**src/rtl/ctrl_word_pipe.sv**
```systemverilog
// Carries the ID-stage control word through EXE, MEM and WB, inserting bubbles on
// squash conditions, holding on memory stall, and counting retired instructions.
module ctrl_word_pipe #(
    parameter int unsigned CNT_W = 16
) (
    input  logic             clk,
    input  logic             rst_n,
    input  logic [8:0]       ctrl_in,
    input  logic             one_input_in,
    input  logic [3:0]       dest_in,
    input  logic             valid_in,
    input  logic             cond_pass,
    input  logic             freeze,
    input  logic             flush,
    input  logic             mem_ready,
    output logic [3:0]       exe_alu_cmd,
    output logic             exe_one_input,
    output logic             exe_s,
    output logic             exe_wb_en,
    output logic [3:0]       exe_dest,
    output logic             branch_taken,
    output logic             mem_read,
    output logic             mem_write,
    output logic             mem_wb_en,
    output logic [3:0]       mem_dest,
    output logic             wb_en,
    output logic             wb_mem_sel,
    output logic [3:0]       wb_dest,
    output logic             stall_out,
    output logic [CNT_W-1:0] retired_cnt
);

    logic             exe_valid_q, exe_valid_d;
    logic [3:0]       exe_alu_q, exe_alu_d;
    logic             exe_rd_q, exe_rd_d;
    logic             exe_wr_q, exe_wr_d;
    logic             exe_wb_q, exe_wb_d;
    logic             exe_br_q, exe_br_d;
    logic             exe_s_q, exe_s_d;
    logic             exe_one_q, exe_one_d;
    logic [3:0]       exe_dest_q, exe_dest_d;

    logic             mem_valid_q, mem_valid_d;
    logic             mem_rd_q, mem_rd_d;
    logic             mem_wr_q, mem_wr_d;
    logic             mem_wb_q, mem_wb_d;
    logic [3:0]       mem_dest_q, mem_dest_d;

    logic             wb_valid_q, wb_valid_d;
    logic             wb_wb_q, wb_wb_d;
    logic             wb_rd_q, wb_rd_d;
    logic [3:0]       wb_dest_q, wb_dest_d;

    logic [CNT_W-1:0] cnt_q, cnt_d;

    logic             stall_c;
    logic             branch_c;
    logic             squash_c;

    always_comb begin
        stall_c  = mem_valid_q & (mem_rd_q | mem_wr_q) & ~mem_ready;
        branch_c = exe_valid_q & exe_br_q & ~stall_c;
        squash_c = flush | freeze | ~valid_in | ~cond_pass | branch_c;

        exe_valid_d = exe_valid_q;
        exe_alu_d   = exe_alu_q;
        exe_rd_d    = exe_rd_q;
        exe_wr_d    = exe_wr_q;
        exe_wb_d    = exe_wb_q;
        exe_br_d    = exe_br_q;
        exe_s_d     = exe_s_q;
        exe_one_d   = exe_one_q;
        exe_dest_d  = exe_dest_q;
        mem_valid_d = mem_valid_q;
        mem_rd_d    = mem_rd_q;
        mem_wr_d    = mem_wr_q;
        mem_wb_d    = mem_wb_q;
        mem_dest_d  = mem_dest_q;
        wb_valid_d  = 1'b0;
        wb_wb_d     = 1'b0;
        wb_rd_d     = 1'b0;
        wb_dest_d   = '0;

        if (!stall_c) begin
            wb_valid_d  = mem_valid_q;
            wb_wb_d     = mem_wb_q;
            wb_rd_d     = mem_rd_q;
            wb_dest_d   = mem_dest_q;
            mem_valid_d = exe_valid_q;
            mem_rd_d    = exe_rd_q;
            mem_wr_d    = exe_wr_q;
            mem_wb_d    = exe_wb_q;
            mem_dest_d  = exe_dest_q;
            if (squash_c) begin
                exe_valid_d = 1'b0;
                exe_alu_d   = '0;
                exe_rd_d    = 1'b0;
                exe_wr_d    = 1'b0;
                exe_wb_d    = 1'b0;
                exe_br_d    = 1'b0;
                exe_s_d     = 1'b0;
                exe_one_d   = 1'b0;
                exe_dest_d  = '0;
            end else begin
                exe_valid_d = 1'b1;
                exe_alu_d   = ctrl_in[8:5];
                exe_rd_d    = ctrl_in[4];
                exe_wr_d    = ctrl_in[3];
                exe_wb_d    = ctrl_in[2];
                exe_br_d    = ctrl_in[1];
                exe_s_d     = ctrl_in[0];
                exe_one_d   = one_input_in;
                exe_dest_d  = dest_in;
            end
        end

        // Counts the instruction currently leaving WB, stalled or not.
        cnt_d = cnt_q + CNT_W'(wb_valid_q);
    end

    always_ff @(posedge clk or negedge rst_n) begin
        if (!rst_n) begin
            exe_valid_q <= 1'b0;
            exe_alu_q   <= '0;
            exe_rd_q    <= 1'b0;
            exe_wr_q    <= 1'b0;
            exe_wb_q    <= 1'b0;
            exe_br_q    <= 1'b0;
            exe_s_q     <= 1'b0;
            exe_one_q   <= 1'b0;
            exe_dest_q  <= '0;
            mem_valid_q <= 1'b0;
            mem_rd_q    <= 1'b0;
            mem_wr_q    <= 1'b0;
            mem_wb_q    <= 1'b0;
            mem_dest_q  <= '0;
            wb_valid_q  <= 1'b0;
            wb_wb_q     <= 1'b0;
            wb_rd_q     <= 1'b0;
            wb_dest_q   <= '0;
            cnt_q       <= '0;
        end else begin
            exe_valid_q <= exe_valid_d;
            exe_alu_q   <= exe_alu_d;
            exe_rd_q    <= exe_rd_d;
            exe_wr_q    <= exe_wr_d;
            exe_wb_q    <= exe_wb_d;
            exe_br_q    <= exe_br_d;
            exe_s_q     <= exe_s_d;
            exe_one_q   <= exe_one_d;
            exe_dest_q  <= exe_dest_d;
            mem_valid_q <= mem_valid_d;
            mem_rd_q    <= mem_rd_d;
            mem_wr_q    <= mem_wr_d;
            mem_wb_q    <= mem_wb_d;
            mem_dest_q  <= mem_dest_d;
            wb_valid_q  <= wb_valid_d;
            wb_wb_q     <= wb_wb_d;
            wb_rd_q     <= wb_rd_d;
            wb_dest_q   <= wb_dest_d;
            cnt_q       <= cnt_d;
        end
    end

    assign exe_alu_cmd   = exe_valid_q ? exe_alu_q : '0;
    assign exe_one_input = exe_valid_q & exe_one_q;
    assign exe_s         = exe_valid_q & exe_s_q;
    assign exe_wb_en     = exe_valid_q & exe_wb_q;
    assign exe_dest      = exe_valid_q ? exe_dest_q : '0;
    assign branch_taken  = branch_c;
    assign mem_read      = mem_valid_q & mem_rd_q;
    assign mem_write     = mem_valid_q & mem_wr_q;
    assign mem_wb_en     = mem_valid_q & mem_wb_q;
    assign mem_dest      = mem_valid_q ? mem_dest_q : '0;
    assign wb_en         = wb_valid_q & wb_wb_q;
    assign wb_mem_sel    = wb_valid_q & wb_rd_q;
    assign wb_dest       = wb_valid_q ? wb_dest_q : '0;
    assign stall_out     = stall_c;
    assign retired_cnt   = cnt_q;

endmodule

```
**config.mk**
```make
export PLATFORM = sky130hd
export DESIGN_NAME = ctrl_word_pipe
export DESIGN_NICKNAME = d
export VERILOG_FILES = /design/src/rtl/ctrl_word_pipe.sv
export SDC_FILE = /design/constraint.sdc
export NUM_CORES = 1
export LEC_CHECK = 0
export ABC_CLOCK_PERIOD_IN_PS = 1400
export BUFFER_PORTS_ARGS = -buffer_cell sky130_fd_sc_hd__buf_2
export CAP_MARGIN = 15
export CORE_MARGIN = 8
export CORE_UTILIZATION = 35
export CTS_CLUSTER_DIAMETER = 200
export DETAILED_ROUTE_END_ITERATION = 16
export PLACE_DENSITY = 0.66
export SLEW_MARGIN = 20
export SYNTH_ARGS = -nofsm -noshare
export SYNTH_HDL_FRONTEND = slang
export SYNTH_SLANG_ARGS = --single-unit
```
**constraint.sdc**
```tcl
create_clock -name clk -period 1.4 [get_ports clk]
set_input_delay 0.28 -clock clk [delete_from_list [all_inputs] [get_ports clk]]
set_output_delay 0.28 -clock clk [all_outputs]
set_load 0.02 [all_outputs]
```
-- Word level (Yosys, flattened, before mapping)
Index checks and enable logic that the tools add are counted.
- register bits: 46
- memory bits (writable): 0
- bits in latches: 0
- output and inout port bits: 42
- input port bits: 21
- memories: 0
- bits in read-only memories: 0
- word-level logic and storage cells: 58
- multipliers: 0
- $lt $le $gt $ge: 0
- divide/modulo/power cells: 0
- mux-type cells: 17
- shift-type cells: 0
- equal/unequal tests: 0
- bitwise logic cells: 21
- add/subtract/negate cells: 1
- reductions and logical operators: 0
- operators with widths (kind ; count):
    2-to-1 mux 4 bit ; 7
    adder 16 x 1 -> 16 bit ; 1
    bitwise AND 1 bit ; 12
    2-to-1 mux 1 bit ; 10
    OR 1 bit ; 5
    NOT 1 bit ; 4

-- Logic depth before layout (Yosys ltp)
- depth in word-level cells: 7
- depth in mapped cells: 6
- gate-level depth less buffers: 6

-- Worst setup path before layout
Ideal clock, no wire load.
- path type: register to output
- from: register mem_valid_q
- to: output port branch_taken
- required time: 1.120 ns
- path buffers: 1
- cell stages (with the launch flop): 6
- arrival: 1.337 ns
- path slack: -0.217 ns
- path through: dfrtp_1 > and2b_1 > o21ai_2 > inv_2 > buf_2 > nor2_1
- word-level cells in the longest chain between the ends: 4
- RTL lines (element ; line ; text):
    start: declaration ; 43 ; logic mem_valid_q, mem_valid_d;
    start signal: assignment ; 152 ; mem_valid_q <= mem_valid_d;
    bitwise AND 1 bit (2 in a row) ; 61 ; stall_c = mem_valid_q & (mem_rd_q | mem_wr_q) & ~mem_ready;
    via stall_out ; 29 ; output logic stall_out,
    NOT 1 bit ; 62 ; branch_c = exe_valid_q & exe_br_q & ~stall_c;
    bitwise AND 1 bit ; 62 ;
    end: declaration ; 21 ; output logic branch_taken,
The timed path passes the listed nets, and every way through them passes these cells.

-- Final worst setup path
- from: register mem_valid_q
- to: output port branch_taken
- word-level cells in the longest chain between the ends: 4
- RTL lines (element ; line):
    bitwise AND 1 bit (2 in a row) ; 61
    NOT 1 bit ; 62
    bitwise AND 1 bit ; 62
Every way passes these cells.

==> parameters.txt <==
Parameter                              Value

Worst setup path
  CP endpoint kind    output port
  Data required, critical path    1120 ps
  Cells along the critical path    and2b_2, o21ai_4, inv_2, nor2_4, buf_6
  Critical Path AT    1240 ps
  Slowest Stage Delay on Critical Path    380 ps
  Worst Reg2Reg Path Length in Cells    6
  Startpoint Class    flop
  Cell at the slowest stage of the critical path    sky130_fd_sc_hd__dfrtp_1
  Maximum fanout along the worst path    3
  Setup CP Type    flop to output port

Global route
  Total global routing overflow    0
  Global-route total usage across every layer    11.1%
  Maximum number of pins on one net before global-route repair    47
  First-pass GRT wire length    7520 µm
  Vias in the first global route    1510
  Antenna violations before repair    0

Floorplan
  Std-Cell Core Area    0.00547 mm²
  Number of top-level pins    63
  Die Span Y    91.1 µm
  Number of placement rows    27
  Floorplan die area    0.00830 mm²
  Initial Utilization    36.1%
  Chip Width    91.1 µm

Power and ir drop
  Sum of internal, switching and leakage power    2.74 mW
  Net switching component of the power    0.677 mW
  Reported leakage power    1.59 nW
  Switching share of total power    24.7%
  Clock power frac    34.9%
  Power share of the combinational group    11.2%
  Internal Power    2.06 mW
  Worst ir drop on vdd    0.467 mV
  Power density over cell area    950 mW/mm²
  Sequential Power Share    53.9%

Placement
  Number of port buffers    62
  Global placer's final weighted congestion    0.797
  Placed wire-length estimate    3210 µm
  Count of placed standard cells including taps    331

Synth
  Synthesized area per cell    10.2 µm²
  Share of Yosys cell area claimed by the top area cell type    58.3%
  Leading area contributor after synthesis    sky130_fd_sc_hd__dfrtp_1
  Top post-synthesis cells by area    sky130_fd_sc_hd__dfrtp_1, sky130_fd_sc_hd__nand2_1, sky130_fd_sc_hd__and2_1
  Number of flip-flops and latches in the synthesized netlist    46
  Distinct cells, synth    25
  Net count of the mapped netlist    217
  Sequential fraction of the synthesis area    58.3%
  Number of cells produced by synthesis    194
  Netlist Area Pre-Place    0.00198 mm²
  Ys Warns    0

Drt
  Starting DRC count in detailed routing    62
  Number of search-and-repair iterations in the first detailed-routing pass    4
  Count of antenna-violating nets left after detailed routing    0
  Via density per instance    4.31
  Routed length per placed instance    12.8 µm
  DRT Wirelength    4480 µm
  Number of vias after detailed routing    1513
  DRC    0

Clock tree
  H-Tree Level Count    2
  Total clock buffers created by CTS    5
  Clock transition at the register clock pins on the worst setup and hold paths after CTS    80 ps
  Source-to-sink clock delay at the later pin of the worst-skew pair    290 ps
  Root Buffer Master    sky130_fd_sc_hd__clkbuf_8
  Clock sink count    46
  TritonCTS clock tree    yes
  Max clock buf depth    2

Run
  Number of max-cap violations    0

Timing
  Headroom to the max-slew limit    81.2%
  Min cycle time layout    1520 ps
  Final setup margin    -123 ps
  Worst Clk Skew    2.16 ps
  Total count of hold-check failures in the final report    0
  RSZ-0062 raised after global routing    true
  Final setup fails    16
  Worst-Margin Slew    279 ps
  Final clock period utilization by the worst path    109%
  Highest clock rate    657 MHz
  Final slew viol count    0

Outcome
  Status    complete, but fails checks
  Failing checks    negative setup slack

Cells and area
  Area delta synth->final    45.8%
  Commonest cells after routing, fill and taps aside    sky130_fd_sc_hd__nand2_1, sky130_fd_sc_hd__dfrtp_1, sky130_fd_sc_hd__buf_2
  Number of nets in the layout    301
  Most common library cell in the layout ignoring fill and taps    sky130_fd_sc_hd__nand2_1
  Share of cells above drive strength 1    44.1%
  Final instance count without filler cells    351
  Filler cell count in the final layout    519
  Diode insertion count for antenna repair    0

Worst hold path
  Cells on Worst Hold Path    3
  Path category of the worst min-delay check    input pin to flop
## layer usage
| layer | up-vias | global-route usage (%) | wire length [µm] |
|---|---|---|---|
| met4 | 0 | 4.09 | 72 |
| met5 | - | 0 | 0 |
| met2 | 36 | 18.0 | 2180 |
| met1 | 687 | 13.7 | 2000 |
| met3 | 6 | 3.13 | 230 |
| li1 | 784 | - | - |
## final timing paths
check | from | endpoint | slack (ps)
min reg2reg | retired_cnt[15] | retired_cnt[15] | 470
max in group asynchronous | rst_n | retired_cnt[2] | 680
min in group asynchronous | rst_n | exe_br_q | 490
max reg2reg | wb_valid_q | retired_cnt[10] | 0
min | dest_in[2] | exe_dest_q[2] | 200
max | mem_valid_q | branch_taken | -120
## registers in the layout, summed over array words and instances (netlist names)
name / cells
retired_cnt: 16
exe_alu_q: 4
exe_dest_q: 4
mem_dest_q: 4
wb_dest_q: 4
exe_br_q: 1
exe_one_q: 1
exe_rd_q: 1
exe_s_q: 1
exe_valid_q: 1
exe_wb_q: 1
exe_wr_q: 1
mem_rd_q: 1
mem_valid_q: 1
mem_wb_q: 1
mem_wr_q: 1
wb_rd_q: 1
wb_valid_q: 1
wb_wb_q: 1
## cells by family after synthesis
kind of cell / synth area share, %
and+or+nand+nor: 28.4
DFF: 58.3
AOI/OAI and AO/OA: 4.24
xor gates and xnor gates: 6.21
buffers and inverters: 1.58
adders and majority gates: 1.27
## power by group through the flow
| stage | registers, mW | logic, mW | clock network [mW] |
|---|---|---|---|
| after detailed placement | 1.51 | 0.280 | 0 |
| after global routing | 1.49 | 0.341 | 1.05 |
| after floorplan | 1.57 | 0.0636 | 0 |
| after global placement | 1.50 | 0.275 | 0 |
| final | 1.48 | 0.307 | 0.955 |
| after CTS | 1.48 | 0.293 | 0.992 |
## stage by stage
step	TNS (ps)	hold slack (ps)	utilization [%]	cell area, µm²	setup WS, ps
after floorplan	-6.98	-15.6	-	2020	-6.98
after global placement	0	277	45.2	2470	53.3
after detailed placement	-0.0764	277	45.2	2470	-0.0764
after CTS	-754	192	50.6	2770	-133
after global routing	-1780	206	52.6	2880	-171
final	-306	203	52.6	2880	-123
## critical path, delay by kind of cell, from the launching register on
family | cells | cell delay [ps]
buffers and inverters | 2 | 190
AO/OA/AOI/OAI | 1 | 70
flip-flops | 1 | 380
AND/OR/NAND/NOR | 2 | 310
## area by class of cell
class | instances | area (µm²) | share of cell area (%)
Clock inverter | 3 | 40.0 | 1.39
Multi-Input combinational cell | 141 | 905 | 31.4
Timing Repair Buffer | 83 | 618 | 21.5
Sequential cell | 46 | 1150 | 40.1
Inverter | 1 | 3.75 | 0.130
Tap cell | 72 | 90.1 | 3.13
Clock buffer | 5 | 68.8 | 2.39
## what timing repair did
action	4_1_cts	5_1_grt
setup buffers	6	5
endpoints found under the setup margin	28	31
gates resized for setup	45	22
hold buffers	1	0
pin swaps	2	5
endpoints found under the hold margin	46	0
## cells in the mapped netlist
master	count
sky130_fd_sc_hd__nor4_2	1
sky130_fd_sc_hd__nor2_1	4
sky130_fd_sc_hd__xor2_1	7
sky130_fd_sc_hd__nand2b_1	1
sky130_fd_sc_hd__nand3_1	6
sky130_fd_sc_hd__dfrtp_1	46
sky130_fd_sc_hd__o21ai_1	7
sky130_fd_sc_hd__nor2b_1	1
sky130_fd_sc_hd__ha_1	2
sky130_fd_sc_hd__clkbuf_1	2
sky130_fd_sc_hd__xnor2_1	7
sky130_fd_sc_hd__nand3_4	1
sky130_fd_sc_hd__nor4_4	1
sky130_fd_sc_hd__nor3_2	1
sky130_fd_sc_hd__o21ai_2	1
sky130_fd_sc_hd__o21ai_0	8
sky130_fd_sc_hd__nand3_2	1
sky130_fd_sc_hd__and2_1	30
sky130_fd_sc_hd__and3_1	2
sky130_fd_sc_hd__and2b_1	1
sky130_fd_sc_hd__inv_2	1
sky130_fd_sc_hd__nor3_1	1
sky130_fd_sc_hd__nand4_1	1
sky130_fd_sc_hd__buf_2	4
sky130_fd_sc_hd__nand2_1	57
(Power assumes the default switching activity.)
